**config.mk**
```make
export PLATFORM = sky130hd
export DESIGN_NAME = weight_preload_ctrl
export DESIGN_NICKNAME = d
export VERILOG_FILES = /design/src/rtl/weight_preload_pkg.sv /design/src/rtl/rd_lat_pipe.sv /design/src/rtl/weight_preload_ctrl.sv
export SDC_FILE = /design/constraint.sdc
export NUM_CORES = 1
export LEC_CHECK = 0
export CAP_MARGIN = 20
export CELL_PAD_IN_SITES_DETAIL_PLACEMENT = 0
export CELL_PAD_IN_SITES_GLOBAL_PLACEMENT = 2
export CORE_MARGIN = 2
export CORE_UTILIZATION = 27
export CTS_CLUSTER_DIAMETER = 200
export CTS_CLUSTER_SIZE = 40
export DETAILED_ROUTE_END_ITERATION = 8
export GPL_TIMING_DRIVEN = 0
export PLACE_DENSITY_LB_ADDON = 0.1
export SKIP_LAST_GASP = 1
export SLEW_MARGIN = 20
export SYNTH_ARGS = -nofsm -noshare
export SYNTH_HDL_FRONTEND = slang
export SYNTH_SLANG_ARGS = --single-unit
```
**constraint.sdc**
```tcl
create_clock -name clk -period 2.14 [get_ports clk]
set_input_delay 0.428 -clock clk [delete_from_list [all_inputs] [get_ports clk]]
set_output_delay 0.428 -clock clk [all_outputs]
set_load 0.01 [all_outputs]
```
**src/rtl/weight_preload_pkg.sv**
```systemverilog
// weight_preload_pkg: shared state type and default sizes
// for the weight preload sequencer.
package weight_preload_pkg;

   localparam int unsigned ADDR_W_D = 10;
   localparam int unsigned KSIZE_D  = 5;
   localparam int unsigned RD_LAT_D = 1;
   localparam int unsigned KCNT_W_D = 8;

   typedef enum logic [2:0] {
      IDLE,
      FETCH,
      DRAIN,
      VALID,
      FINISH
   } state_t;

endpackage

```
**src/rtl/rd_lat_pipe.sv**
```systemverilog
// rd_lat_pipe: DEPTH-deep 1-bit delay line with sync flush.
// Ports: clk, rst_n, i_flush (clear line), i_d (in), o_q (delayed out).
module rd_lat_pipe #(
   parameter int unsigned DEPTH = 1
) (
   input  logic clk,
   input  logic rst_n,
   input  logic i_flush,
   input  logic i_d,
   output logic o_q
);

   logic [DEPTH-1:0] r_sr;

   if (DEPTH == 1) begin : g_one
      always_ff @(posedge clk or negedge rst_n) begin
         if (!rst_n)       r_sr <= '0;
         else if (i_flush) r_sr <= '0;
         else              r_sr <= i_d;
      end
   end else begin : g_multi
      always_ff @(posedge clk or negedge rst_n) begin
         if (!rst_n)       r_sr <= '0;
         else if (i_flush) r_sr <= '0;
         else              r_sr <= {r_sr[DEPTH-2:0], i_d};
      end
   end

   assign o_q = r_sr[DEPTH-1];

endmodule

```
**src/rtl/weight_preload_ctrl.sv**
```systemverilog
// weight_preload_ctrl: per-kernel BRAM read sequencer for the
// KSIZE-column weight preload shift register.
// Ports: i_start/i_abort control, i_base_addr/i_num_kernels job,
// i_weight_ack from PE array; o_bram_en/o_bram_addr to BRAM,
// o_load_weight_preload shift enable, o_weight_valid, o_kernel_idx,
// o_busy, o_done (1-cycle pulse).
module weight_preload_ctrl
   import weight_preload_pkg::*;
#(
   parameter int unsigned ADDR_W = ADDR_W_D,
   parameter int unsigned KSIZE  = KSIZE_D,
   parameter int unsigned RD_LAT = RD_LAT_D,
   parameter int unsigned KCNT_W = KCNT_W_D
) (
   input  logic              clk,
   input  logic              rst_n,
   input  logic              i_start,
   input  logic              i_abort,
   input  logic [ADDR_W-1:0] i_base_addr,
   input  logic [KCNT_W-1:0] i_num_kernels,
   input  logic              i_weight_ack,
   output logic              o_bram_en,
   output logic [ADDR_W-1:0] o_bram_addr,
   output logic              o_load_weight_preload,
   output logic              o_weight_valid,
   output logic [KCNT_W-1:0] o_kernel_idx,
   output logic              o_busy,
   output logic              o_done
);

   localparam int unsigned CW = (KSIZE > 1) ? $clog2(KSIZE) : 1;
   localparam int unsigned DW = (RD_LAT > 1) ? $clog2(RD_LAT) : 1;
   localparam logic [CW-1:0] COL_LAST = CW'(KSIZE - 1);
   localparam logic [DW-1:0] DRN_LAST = DW'(RD_LAT - 1);

   state_t            r_state;
   state_t            w_next;
   logic [ADDR_W-1:0] r_addr;
   logic [CW-1:0]     r_col;
   logic [DW-1:0]     r_drain;
   logic [KCNT_W-1:0] r_kidx;
   logic [KCNT_W-1:0] r_nk;
   logic              w_col_last;
   logic              w_drn_last;
   logic              w_last_k;

   assign w_col_last = (r_col == COL_LAST);
   assign w_drn_last = (r_drain == DRN_LAST);
   assign w_last_k   = (r_kidx == r_nk - KCNT_W'(1));

   always_ff @(posedge clk or negedge rst_n) begin
      if (!rst_n) r_state <= IDLE;
      else        r_state <= w_next;
   end

   always_comb begin
      w_next = r_state;
      case (r_state)
         IDLE: begin
            if (i_start)
               w_next = (i_num_kernels == '0) ? FINISH : FETCH;
         end
         FETCH:  if (w_col_last) w_next = DRAIN;
         // DRAIN lasts RD_LAT cycles: the last in-flight read
         // shifts in on the final DRAIN cycle.
         DRAIN:  if (w_drn_last) w_next = VALID;
         VALID: begin
            if (i_weight_ack)
               w_next = w_last_k ? FINISH : FETCH;
         end
         FINISH: w_next = IDLE;
         default: w_next = IDLE;
      endcase
      if (i_abort) w_next = IDLE;
   end

   // Kernels are contiguous, so the address simply increments
   // on every read and wraps at 2^ADDR_W.
   always_ff @(posedge clk or negedge rst_n) begin
      if (!rst_n) begin
         r_addr  <= '0;
         r_col   <= '0;
         r_drain <= '0;
         r_kidx  <= '0;
         r_nk    <= '0;
      end else if (i_abort) begin
         r_col   <= '0;
         r_drain <= '0;
         r_kidx  <= '0;
      end else begin
         case (r_state)
            IDLE: begin
               if (i_start) begin
                  r_addr <= i_base_addr;
                  r_nk   <= i_num_kernels;
                  r_kidx <= '0;
               end
            end
            FETCH: begin
               r_addr <= r_addr + ADDR_W'(1);
               r_col  <= w_col_last ? '0 : r_col + CW'(1);
            end
            DRAIN: begin
               r_drain <= w_drn_last ? '0 : r_drain + DW'(1);
            end
            VALID: begin
               if (i_weight_ack && !w_last_k)
                  r_kidx <= r_kidx + KCNT_W'(1);
            end
            default: ;
         endcase
      end
   end

   rd_lat_pipe #(
      .DEPTH (RD_LAT)
   ) u_pipe (
      .clk     (clk),
      .rst_n   (rst_n),
      .i_flush (i_abort),
      .i_d     (o_bram_en),
      .o_q     (o_load_weight_preload)
   );

   assign o_bram_en      = (r_state == FETCH);
   assign o_bram_addr    = r_addr;
   assign o_weight_valid = (r_state == VALID);
   assign o_kernel_idx   = r_kidx;
   assign o_busy         = (r_state != IDLE);
   assign o_done         = (r_state == FINISH);

endmodule

```
==> Word-level counts from Yosys, hierarchy flattened <==
Index checks and enable logic that the tools add are counted.
{ "word_totals": {"latchBits": 0, "ramBits": 0, "in_bits": 23, "rom_bits": 0, "n_memories": 0, "reg_bits": 34} }
{ "classes": {"div": 0, "mul": 0, "n_eq_ne": 12, "bitwise": 1, "order_cmp": 0, "mux": 21, "addsub": 5, "shift": 0, "n_reduce_logical": 13} }
{ "op_table": {"columns": ["cell", "count"], "rows": [
  ["2-to-1 mux 3 bit", 10],
  ["2-to-1 mux 8 bit", 3],
  ["one-hot mux 10 bit (2 select lines)", 1],
  ["one-hot mux 8 bit (2 select lines)", 1],
  ["inequality test 3 bit (second input constant)", 4],
  ["one-hot mux 3 bit (4 select lines)", 1],
  ["adder 10 x 1 -> 10 bit (second input constant)", 1],
  ["2-to-1 mux 10 bit", 1],
  ["AND reduction 3 bit", 3],
  ["adder 8 x 1 -> 8 bit (second input constant)", 1],
  ["== test 8 bit", 1],
  ["zero test 8 bit", 1],
  ["subtractor 8 x 1 -> 8 bit (second input constant)", 1],
  ["== test 3 x 2 -> 1 bit (second input constant)", 2],
  ["== test 3 bit (second input constant)", 2],
  ["nonzero test 2 bit", 3],
  ["nonzero test 3 bit", 2],
  ["2-to-1 mux 1 bit", 4],
  ["AND reduction 4 bit", 1],
  ["adder 3 x 1 -> 3 bit (second input constant)", 1],
  ["== test 3 x 1 -> 1 bit (second input constant)", 1],
  ["zero test 3 bit", 1],
  ["inequality test 3 x 2 -> 1 bit (second input constant)", 1],
  ["inequality test 2 bit (second input constant)", 1],
  ["other kinds (4)", 4]
]} }

==> Depth between registers and ports, before layout <==
{ "logic_depth": {"word_depth": 7, "mapped_depth": 10} }

==> Hierarchy <==
From an unflattened synthesis, not the netlist that was laid out.
{ "unflattened": {"hier_cells": 241, "hier_area_um2": 2103.3} }
{ "modules_own_cells": {"columns": ["mod", "cells_each", "n_inst", "area_each_um2", "seq_area_each_um2"], "rows": [
  ["weight_preload_ctrl", 239, 1, 2064.5, 800.8],
  ["rd_lat_pipe", 2, 1, 38.8, 25.0]
]} }

==> Least setup slack after synthesis <==
No wires, ideal clock.
{ "synth_path": {"kind": "register to register", "startpoint": "reg r_nk[0]", "endpoint": "reg r_kidx[3] (netlist: o_kernel_idx[3])", "n_path_buf": 1, "path_slack_ns": -0.115, "setup_ns": 0.078, "stages_incl_launch_ff": 10, "synth_period_minus_slack_ns": 2.255, "t_arrival_ns": 2.177, "path_cell_list": "dfrtp_1 -> inv_1 -> ha_1 -> clkbuf_1 -> xnor2_1 -> a221oi_1 -> a41oi_1 -> a211oi_4 -> or4_2 -> a21oi_1"} }
{ "synth_via": {"elab_chain_cells": 6} }
{ "synth_lines": {"columns": ["element", "line_no", "text"], "rows": [
  ["from (decl)", "weight_preload_ctrl.sv:42", "logic [KCNT_W-1:0] r_nk;"],
  ["from (signal assigned)", "weight_preload_ctrl.sv:95", "r_nk <= i_num_kernels;"],
  ["subtractor 8 x 1 -> 8 bit", "weight_preload_ctrl.sv:49", "assign w_last_k = (r_kidx == r_nk - KCNT_W'(1));"],
  ["== test 8 bit", "weight_preload_ctrl.sv:49", null],
  ["zero test 1 bit", "weight_preload_ctrl.sv:107", "if (i_weight_ack && !w_last_k)"],
  ["logical AND 1 bit", "weight_preload_ctrl.sv:107", null],
  ["inequality test 3 x 2 -> 1 bit (no line)", null, null],
  ["AND reduction 3 bit (no line)", null, null],
  ["to (signal assigned)", "weight_preload_ctrl.sv:108", "r_kidx <= r_kidx + KCNT_W'(1);"],
  ["to (decl)", "weight_preload_ctrl.sv:41", "logic [KCNT_W-1:0] r_kidx;"]
]} }
Every way passes these cells.
A chain may end at the register's enable or synchronous reset.

==> Final worst setup path <==
{ "layout_path": {"startpoint": "reg r_nk[2]", "endpoint": "reg r_kidx[7] (netlist: o_kernel_idx[7])"} }
Same word-level chain as after synthesis.

==> run_results.csv <==
group,metric,value,unit
critical_path,ff2ff_setup_slack,0.002,ns
timing,finalHoldViolations,0,
finish,num-fill-cells,743,
placement,gp_congestion,0.735,
timing,layout_setup_ws,0.00219,ns
critical_path,cp-startpoint,"r_nk[2]$_DFFE_PN0P_",
floorplanning,boundaryPins,46,
clocking,cts_buffers,5,
clocking,cts_sinks,33,
yosys,avgSynthCellArea,8.77,sq um
timing,maxSlewViolCount,0,
timing,period_needed,2.14,ns
clocking,clk_pin_slew,0.07,ns
floorplanning,die_w,90.1,um
detailed_routing,drt_wl_total,5.88,mm
critical_path,cp.required,2.28,ns
critical_path,critPathArrivalTime,2.28,ns
finish,diodes,0,
detailed_routing,drtIter0Drc,93,
yosys,synth_nets,256,
critical_path,ff2ff_path_depth,7,
critical_path,rr_endpoint,"o_kernel_idx[7]$_DFFE_PN0P_",
floorplanning,fp.dieArea,8110,sq um
run_status,status,"finished, final reports clean",
detailed_routing,ant_nets,0,
power_and_ir_drop,p_leak,1.16,nW
timing,slew_headroom,0.562,
critical_path,crit_path_start_kind,"register",
floorplanning,rows,31,
power_and_ir_drop,power,2.16,mW
worst_hold_path,min_path_type,"input port to async pin",
yosys,yosys_register_bits,33,
yosys,synthCells,228,
yosys,synthDistinctLibCells,43,
clocking,htreeDepth,2,
placement,portBuffers,45,
timing,fmax,468,MHz
global_routing,grt_pass1_vias,1887,
finish,drive_gt1_frac,0.277,
global_routing,grt_start_max_net_pins,30,
timing,rsz0062_at_grt,"true",
finish,layout_common_cells,"42 x clkdlybuf4s50_1, 28 x dfrtp_1, 26 x a21oi_1",
critical_path,end_kind,"register",
yosys,yosys_most_used_dff,"dfrtp_1",
yosys,ys_warn_count,0,
global_routing,grt_use_total,0.145,
power_and_ir_drop,p_per_area,723,nW/um^2
timing,finalSetupTns,0,ns
clocking,clockBufferDepth,2,
detailed_routing,dr.pass1.iters,4,
yosys,synth_top_area_share,0.413,
yosys,synth_area_leader_cell,"dfrtp_1",
placement,dp.cells,373,
floorplanning,initial_core_util,0.277,
clocking,ctsRootBufferMaster,"clkbuf_8",
placement,hpwl,4.05,mm
job,cap_viol_max_count,0,
timing,finClkSkew,0.00802,ns
finish,area_growth,49.7,%
finish,final_util,0.415,
finish,instances_no_fill,391,
timing,setup_viol,0,
timing,tightest_slew,0.654,ns
critical_path,critical_path_class,"register to register",
floorplanning,core,7210,sq um
global_routing,grt_pass1_wl,9.52,mm
detailed_routing,vias,1970,
global_routing,grt_overflow,0,
critical_path,crit_fanout,5,
yosys,synth-seq-area-share,0.413,
yosys,ys_async_sr_fraction,1.00,
finish,nNetsFinal,320,
detailed_routing,detail_route.wl_per_cell,15.0,um
yosys,synth_edf_count,0,
floorplanning,die_y,90.1,um
critical_path,reg2reg_from,"r_nk[2]$_DFFE_PN0P_",
placement,place_ws,-0.750,ns
timing,fin_crit_sh,0.999,
finish,layout_commonest_cell,"clkdlybuf4s50_1",
clocking,clock_latency,0.28,ns
detailed_routing,vias_per_cell,5.04,
clocking,cts_tree,"yes",
detailed_routing,drc,0,
global_routing,antenna_found_initial,0,
power_and_ir_drop,peakVddDrop,0.314,mV
yosys,synth_top_cells_by_area,"dfrtp_1 41%, a21oi_1 7.8%, mux2_2 4.5%",
critical_path,crit_path_end,"o_kernel_idx[7]$_DFFE_PN0P_",
yosys,netlist_area,2000,sq um
[how the worst min path moves through the flow]
stage,cells past startpoint,slack (ns),endpoint
5_1_grt,2,0.51,o_kernel_idx[3]$_DFFE_PN0P_
3_3_place_gp,1,0.51,r_nk[7]$_DFFE_PN0P_
2_1_floorplan,0,0.13,o_bram_addr[0]$_DFFE_PN0P_
4_1_cts,2,0.50,o_kernel_idx[3]$_DFFE_PN0P_
3_5_place_dp,1,0.27,o_kernel_idx[3]$_DFFE_PN0P_
6_report,2,0.50,o_kernel_idx[3]$_DFFE_PN0P_
[layout make-up]
class                   instances  area [sq um]  share of cell area
plain buffers                   6          33.8              0.0113
clock buffers                   7          86.3              0.0288
inverters                       6          22.5             0.00753
multi-input cells             178          1300               0.433
flip-flops and latches         33           832               0.278
well taps                      99           124              0.0414
repair buffers                 62           598               0.200
[worst max-delay path, stage by stage (launching register included)]
cell,delay (ns)
dfrtp_2,0.44
or4_4,0.56
nor4_4,0.15
a2bb2oi_2,0.10
a211oi_4,0.39
buf_4,0.20
or4_4,0.12
a21oi_2,0.04
[synth_stat cells, types with 2 or more instances]
master	n
nor4_1	4
dfrtp_1	33
o22ai_1	5
xnor2_1	4
and4_1	2
nor3_1	4
or4_1	3
clkbuf_1	8
inv_1	6
nand4_1	3
mux2_2	8
o2111ai_1	2
and3_1	3
o21ai_0	17
a21oi_1	31
ha_1	5
nand3_1	15
nand2_1	22
or2_2	2
o31ai_1	2
xor2_1	6
nor2_1	16
nand2b_1	2
or3_2	5
buf_4	2
[per-stage QoR]
step / area, sq um / hold WS [ns]
2_1_floorplan: 2020 / 0.132
3_3_place_gp: 2590 / 0.509
3_5_place_dp: 2610 / 0.270
4_1_cts: 2860 / 0.504
5_1_grt: 2990 / 0.509
6_report: 2990 / 0.504
[cells by family after synthesis]
family	after synthesis	synth area share
simple gates	89	0.232
compound gates	66	0.196
xor+xnor	10	0.0438
fa+ha+maj	5	0.0313
flops	33	0.413
mux	8	0.0451
buf+inv	17	0.0394
[sequential cells by signal, summed over array words and instances (netlist names)]
signal,flops
o_bram_addr,10
o_kernel_idx,8
r_nk,8
r_col,3
r_state,3
u_pipe.o_q,1
[timing repair]
item / CTS / global route
gates cloned: 1 / 0
endpoints found under the setup margin: 22 / 23
setup buffers: 9 / 5
endpoints found under the hold margin: 4 / 0
hold buffers: 1 / 0
gates resized for setup: 27 / 36
pin swaps: 4 / 16
[per-layer routing]
metal / vias up / track usage / part of all wire
met1: 941 / 0.184 / 0.44
met2: 49 / 0.243 / 0.49
li1: 971 / - / -
met4: 0 / 0.0538 / 0.023
met3: 9 / 0.0302 / 0.039
met5: - / 0 / 0
[where the power goes]
| group | leakage, nW | switching, mW | internal, mW |
|---|---|---|---|
| Clock | 0.0443 | 0.224 | 0.255 |
| Sequential | 0.405 | 0.130 | 0.725 |
| Combinational | 0.708 | 0.390 | 0.437 |
(Power assumes the default switching activity.)
